`config.mk`:
```
export PLATFORM = sky130hd
export DESIGN_NAME = perf_uart_reporter
export DESIGN_NICKNAME = d
export VERILOG_FILES = /design/src/rtl/perf_report_pkg.sv /design/src/rtl/uart_tx_byte.sv /design/src/rtl/perf_uart_reporter.sv
export SDC_FILE = /design/constraint.sdc
export NUM_CORES = 1
export LEC_CHECK = 0
export ABC_AREA = 1
export CAP_MARGIN = 20
export CORE_ASPECT_RATIO = 0.75
export CORE_UTILIZATION = 32
export CTS_CLUSTER_DIAMETER = 30
export DETAILED_ROUTE_END_ITERATION = 8
export DONT_BUFFER_PORTS = 1
export PLACE_DENSITY = 0.48
export SYNTH_ARGS = -nofsm -noshare
export SYNTH_HDL_FRONTEND = slang
export SYNTH_SLANG_ARGS = --single-unit
```
`constraint.sdc`:
```
create_clock -name clk -period 3.5 [get_ports clk]
set_input_delay 0.35 -clock clk [delete_from_list [all_inputs] [get_ports clk]]
set_output_delay 0.35 -clock clk [all_outputs]
set_load 0.02 [all_outputs]
```
`src/rtl/perf_report_pkg.sv`:
```
// Shared constants, FSM encoding and frame helpers for the performance-counter UART reporter.
package perf_report_pkg;

    localparam logic [7:0] SYNC_BYTE = 8'hA5;
    localparam int         FRAME_LEN = 14;
    localparam int         BITS_8N1  = 10;

    typedef enum logic [1:0] {
        IDLE  = 2'd0,
        START = 2'd1,
        DATA  = 2'd2,
        STOP  = 2'd3
    } tx_state_e;

    typedef struct packed {
        logic [27:0] clk_cycles;
        logic [12:0] retired;
        logic [12:0] predictions;
        logic [12:0] correct;
        logic [12:0] invalid;
    } perf_snap_t;

    // XOR of payload bytes 1..12 (every field zero-extended, little-endian).
    function automatic logic [7:0] frame_checksum(input perf_snap_t s);
        logic [7:0] chk;
        chk = s.clk_cycles[7:0] ^ s.clk_cycles[15:8] ^ s.clk_cycles[23:16]
            ^ {4'h0, s.clk_cycles[27:24]}
            ^ s.retired[7:0]     ^ {3'b000, s.retired[12:8]}
            ^ s.predictions[7:0] ^ {3'b000, s.predictions[12:8]}
            ^ s.correct[7:0]     ^ {3'b000, s.correct[12:8]}
            ^ s.invalid[7:0]     ^ {3'b000, s.invalid[12:8]};
        return chk;
    endfunction

    function automatic logic [7:0] frame_byte(input perf_snap_t s, input logic [3:0] idx);
        logic [7:0] b;
        case (idx)
            4'd0:    b = SYNC_BYTE;
            4'd1:    b = s.clk_cycles[7:0];
            4'd2:    b = s.clk_cycles[15:8];
            4'd3:    b = s.clk_cycles[23:16];
            4'd4:    b = {4'h0, s.clk_cycles[27:24]};
            4'd5:    b = s.retired[7:0];
            4'd6:    b = {3'b000, s.retired[12:8]};
            4'd7:    b = s.predictions[7:0];
            4'd8:    b = {3'b000, s.predictions[12:8]};
            4'd9:    b = s.correct[7:0];
            4'd10:   b = {3'b000, s.correct[12:8]};
            4'd11:   b = s.invalid[7:0];
            4'd12:   b = {3'b000, s.invalid[12:8]};
            4'd13:   b = frame_checksum(s);
            default: b = 8'h00;
        endcase
        return b;
    endfunction

endpackage

```
`src/rtl/uart_tx_byte.sv`:
```
// 8N1 byte serializer. ready_o rises in the last cycle of the stop bit so a
// byte offered then starts its start bit with no idle gap.
module uart_tx_byte
    import perf_report_pkg::*;
#(
    parameter int CLKS_PER_BIT = 651
) (
    input  logic       clk,
    input  logic       rst_n,
    input  logic       valid_i,
    input  logic [7:0] data_i,
    output logic       ready_o,
    output logic       tx_o
);

    localparam int                BAUD_W    = (CLKS_PER_BIT > 2) ? $clog2(CLKS_PER_BIT) : 1;
    localparam logic [BAUD_W-1:0] BAUD_LAST = BAUD_W'(CLKS_PER_BIT - 1);
    localparam int                DATA_BITS = BITS_8N1 - 2;
    localparam logic [2:0]        BIT_LAST  = 3'(DATA_BITS - 1);

    tx_state_e         state_q, state_d;
    logic [BAUD_W-1:0] baud_cnt_q, baud_cnt_d;
    logic [2:0]        bit_idx_q, bit_idx_d;
    logic [7:0]        shift_q, shift_d;
    logic              tx_q, tx_d;
    logic              bit_end_s;

    assign bit_end_s = (baud_cnt_q == BAUD_LAST);
    assign ready_o   = (state_q == IDLE) || ((state_q == STOP) && bit_end_s);
    assign tx_o      = tx_q;

    // Serializer state register; line idles high.
    always_ff @(posedge clk or negedge rst_n) begin
        if (!rst_n) begin
            state_q    <= IDLE;
            baud_cnt_q <= '0;
            bit_idx_q  <= 3'd0;
            shift_q    <= 8'h00;
            tx_q       <= 1'b1;
        end else begin
            state_q    <= state_d;
            baud_cnt_q <= baud_cnt_d;
            bit_idx_q  <= bit_idx_d;
            shift_q    <= shift_d;
            tx_q       <= tx_d;
        end
    end

    // Next-state and next tx level; tx_d is the level of the following cycle.
    always_comb begin
        state_d    = state_q;
        baud_cnt_d = baud_cnt_q;
        bit_idx_d  = bit_idx_q;
        shift_d    = shift_q;
        tx_d       = tx_q;
        case (state_q)
            IDLE: begin
                baud_cnt_d = '0;
                if (valid_i) begin
                    state_d = START;
                    shift_d = data_i;
                    tx_d    = 1'b0;
                end else begin
                    tx_d = 1'b1;
                end
            end
            START: begin
                if (bit_end_s) begin
                    state_d    = DATA;
                    baud_cnt_d = '0;
                    bit_idx_d  = 3'd0;
                    tx_d       = shift_q[0];
                end else begin
                    baud_cnt_d = baud_cnt_q + 1'b1;
                end
            end
            DATA: begin
                if (bit_end_s) begin
                    baud_cnt_d = '0;
                    if (bit_idx_q == BIT_LAST) begin
                        state_d = STOP;
                        tx_d    = 1'b1;
                    end else begin
                        bit_idx_d = bit_idx_q + 3'd1;
                        shift_d   = {1'b0, shift_q[7:1]};
                        tx_d      = shift_q[1];
                    end
                end else begin
                    baud_cnt_d = baud_cnt_q + 1'b1;
                end
            end
            STOP: begin
                if (bit_end_s) begin
                    baud_cnt_d = '0;
                    if (valid_i) begin
                        state_d = START;
                        shift_d = data_i;
                        tx_d    = 1'b0;
                    end else begin
                        state_d = IDLE;
                        tx_d    = 1'b1;
                    end
                end else begin
                    baud_cnt_d = baud_cnt_q + 1'b1;
                end
            end
            default: begin
                state_d    = IDLE;
                baud_cnt_d = '0;
                tx_d       = 1'b1;
            end
        endcase
    end

endmodule

```
`src/rtl/perf_uart_reporter.sv`:
```
// Snapshots the core performance counters on start and streams them as a
// 14-byte 8N1 frame (sync, payload, XOR checksum) on tx.
module perf_uart_reporter
    import perf_report_pkg::*;
#(
    parameter int CLKS_PER_BIT = 651
) (
    input  logic        clk,
    input  logic        rst_n,
    input  logic        start,
    input  logic [27:0] clk_cycles,
    input  logic [12:0] retired_instructions,
    input  logic [12:0] predictions_made,
    input  logic [12:0] correct_predictions,
    input  logic [12:0] invalid_clk_cycles,
    output logic        tx,
    output logic        busy,
    output logic        done
);

    localparam logic [3:0] LAST_IDX = 4'(FRAME_LEN - 1);

    perf_snap_t snap_q, snap_d;
    logic       busy_q, busy_d;
    logic       done_q, done_d;
    logic [3:0] byte_idx_q, byte_idx_d;
    logic       ser_valid_s;
    logic [7:0] ser_data_s;
    logic       ser_ready_s;
    logic       ser_tx_s;

    uart_tx_byte #(
        .CLKS_PER_BIT(CLKS_PER_BIT)
    ) u_tx (
        .clk    (clk),
        .rst_n  (rst_n),
        .valid_i(ser_valid_s),
        .data_i (ser_data_s),
        .ready_o(ser_ready_s),
        .tx_o   (ser_tx_s)
    );

    assign tx   = ser_tx_s;
    assign busy = busy_q;
    assign done = done_q;

    // Frame sequencer registers and counter snapshot.
    always_ff @(posedge clk or negedge rst_n) begin
        if (!rst_n) begin
            snap_q     <= '0;
            busy_q     <= 1'b0;
            done_q     <= 1'b0;
            byte_idx_q <= 4'd0;
        end else begin
            snap_q     <= snap_d;
            busy_q     <= busy_d;
            done_q     <= done_d;
            byte_idx_q <= byte_idx_d;
        end
    end

    // The sync byte goes straight to the serializer on accept (it needs no snapshot),
    // so the start bit appears the cycle after start is sampled.
    always_comb begin
        snap_d      = snap_q;
        busy_d      = busy_q;
        done_d      = 1'b0;
        byte_idx_d  = byte_idx_q;
        ser_valid_s = 1'b0;
        ser_data_s  = SYNC_BYTE;
        if (!busy_q) begin
            if (start) begin
                snap_d.clk_cycles  = clk_cycles;
                snap_d.retired     = retired_instructions;
                snap_d.predictions = predictions_made;
                snap_d.correct     = correct_predictions;
                snap_d.invalid     = invalid_clk_cycles;
                busy_d             = 1'b1;
                byte_idx_d         = 4'd0;
                ser_valid_s        = 1'b1;
                ser_data_s         = SYNC_BYTE;
            end else begin
                busy_d = 1'b0;
            end
        end else if (ser_ready_s) begin
            if (byte_idx_q == LAST_IDX) begin
                busy_d = 1'b0;
                done_d = 1'b1;
            end else begin
                byte_idx_d  = byte_idx_q + 4'd1;
                ser_valid_s = 1'b1;
                ser_data_s  = frame_byte(snap_q, byte_idx_q + 4'd1);
            end
        end else begin
            busy_d = 1'b1;
        end
    end

endmodule

```
==> flow_summary.yaml <==
timing:
  hold_viol_final: 0
  drv_slew: 0
  tightest_slew_ps: 746
  rsz0062_at_grt: "no"
  timing.final.crit_share: 0.725
  fin_crit_ps: 2540
  relSlewSlack: 0.502
  finalSetupViolations: 0
  setup_tns_ps: 0
  clock-skew-final_ps: 12.4
  max_freq_ghz: 0.394
setup_path:
  r2r-start: "byte_idx_q[0]"
  cp_max_fo: 12
  end_kind: "flip-flop"
  reg2regPathDepth: 10
  worst_ep_arrival_time_ps: 2840
  rrSetupSlack_ps: 960
  reg2reg_to: "u_tx.shift_q[4]"
  cp-start-kind: "flip-flop"
  critical_path_class: "reg -> reg"
  worst_ep_required_time_ps: 3800
floorplanning:
  io_pins: 86
  die_h_um: 128
  core_mm2: 0.0206
  initial_utilization: 0.332
  die_w_um: 171
  num_rows: 45
  dieArea_mm2: 0.0219
clock_tree:
  cts_resized: 0
  cts_root_buf: "clkbuf_16"
  clock_path_buffers: 2
  cts_buffers: 9
  cts_tree: "built"
  cts_max_level: 3
  clk_pin_slew_worst_paths_ps: 80
  cts.sinks: 110
  clk_latency_ps: 370
  cts_setup_buffers: 0
  cts_hold_buf: 2
drt:
  first_iter_violations: 447
  drc: 0
  vias_per_cell: 4.62
  antenna_left: 0
  drt-total-wl_mm: 17.8
  vias: 5655
  firstDrtPassIters: 5
  avgRoutedWirePerCell_um: 14.5
synth:
  yosys_warnings: 0
  yosys_register_bits: 110
  yosys.area.top_type: "dfrtp_1"
  synth_area_per_cell_um2: 7.17
  ys_top_cells_by_area: "dfrtp_1, nand2_1, inv_1, nand3_1, o21ai_0"
  yosysSeqAreaShare: 0.404
  syn_nets: 1050
  syn-instance-count: 951
  syn_area_mm2: 0.00682
  ys_types: 39
  yosysTopAreaCellShare: 0.400
min_path:
  min_to: "snap_q[44]"
  hold_class: "in -> reg"
  whs_path_depth: 2
  min-delay-start: "retired_instructions[5]"
final_layout:
  final_cell_mix: "nand2_1, dfrtp_1, inv_1"
  instances_no_fill: 1225
  final_layout_size_suffix_gt1_frac: 0.0689
  fill_cells: 2171
  antennaDiodeCount: 0
  nNetsFinal: 1037
  final_util: 0.360
  final_common_cell: "nand2_1"
  syn_to_final_growth_pct: 8.51
  seqCellArea_mm2: 0.00275
  multi_input_area_mm2: 0.00364
  design_area_mm2: 0.00740
grt:
  grt_pass1_vias: 5303
  overflow: 0
  antenna_found_initial: 0
  grt_first_pass_wirelength_mm: 29.2
  grt_start_max_net_pins: 111
  grt_usage: 0.174
placement:
  dp_hpwl_mm: 13.1
  placedCellCount: 1207
  gp_congestion: 0.804
  placed_cell_area_mm2: 0.00707
  io_buffers: 0
run:
  drv_cap: 0
pwr:
  ir_worst_vdd_mv: 0.451
  power.leakage_uw: 0.00379
  powerDensity_mw_per_mm2: 1000
outcome:
  status: "completed"
kinds of logic after synthesis:
| kind of cell | after synthesis | share of synthesized area |
|---|---|---|
| AOI/OAI and AO/OA | 66 | 0.0554 |
| adders and majority gates | 16 | 0.0293 |
| buffers and inverters | 107 | 0.0638 |
| xor gates and xnor gates | 45 | 0.0616 |
| DFF | 110 | 0.404 |
| and+or+nand+nor | 607 | 0.386 |
layout make-up:
cell class	instances	area share
multi-input cells	734	0.491
flip-flops and latches	110	0.372
repair buffers	4	0.00879
clock inverters	5	0.00879
clock buffers	11	0.0314
well taps	282	0.0477
inverters	79	0.0402
layer usage:
layer / global-route usage / wire length [um] / part of all wire
met2: 0.245 / 7230 / 0.41
met1: 0.267 / 9620 / 0.54
met3: 0.0345 / 797 / 0.045
met5: 0 / 0 / 0
met4: 0.0429 / 168 / 0.0094
power by group:
| group | leakage [uW] | switching, uW | internal [uW] |
|---|---|---|---|
| registers | 0.00135 | 756 | 1850 |
| logic | 0.00230 | 2310 | 1430 |
| clock network | 0.000145 | 509 | 565 |
| total | 0.00379 | 3570 | 3840 |
stage by stage:
stage	worst slack (ps)	total power, uW	hold WS [ps]
2_1_floorplan	1610	5490	54.4
3_3_place_gp	1050	6330	59.7
3_5_place_dp	961	6350	60.3
4_1_cts	945	7490	73.2
5_1_grt	749	8200	81.3
6_report	964	7420	93.0
sequential cells by signal, summed over array words and instances (netlist names):
signal           flops
u_tx.bit_idx_q       3
u_tx.baud_cnt_q     10
done                 1
byte_idx_q           4
busy                 1
snap_q              80
u_tx.state_q         2
u_tx.shift_q         8
u_tx.tx_o            1
cell usage after synthesis, drive strengths merged:
library cell and count:
dfrtp 109, or2 5, ha 16, nand3 51, a31oi 1, a211oi 1
dfstp 1, clkinv 1, inv 78, nor2 69, nor3 7, xnor2 23
nand4 26, xor2 22, buf 8, o22ai 1, nand2 435, o21ai 47
clkbuf 20, nand3b 11, a21oi 16, nor3b 3
worst max-delay path by stage:
stage	startpoint	slack, ps	to	cells past startpoint
2_1_floorplan	u_tx.state_q[0]	1610	u_tx.shift_q[4]	8
3_3_place_gp	byte_idx_q[0]	1050	u_tx.shift_q[3]	8
3_5_place_dp	byte_idx_q[0]	960	u_tx.shift_q[4]	10
4_1_cts	byte_idx_q[0]	950	u_tx.shift_q[4]	10
5_1_grt	byte_idx_q[0]	750	u_tx.shift_q[4]	10
6_report	byte_idx_q[0]	960	u_tx.shift_q[4]	10
critical path, stage by stage, from the launching register on:
cell	delay (ps)
dfrtp_1	500
ha_1	360
xor2_2	630
nand2_2	230
nor2_1	290
nand2_1	80
nand3_1	90
nor2_1	40
nand3_1	70
nand2_1	60
a21oi_2	120
(Power assumes the default switching activity.)
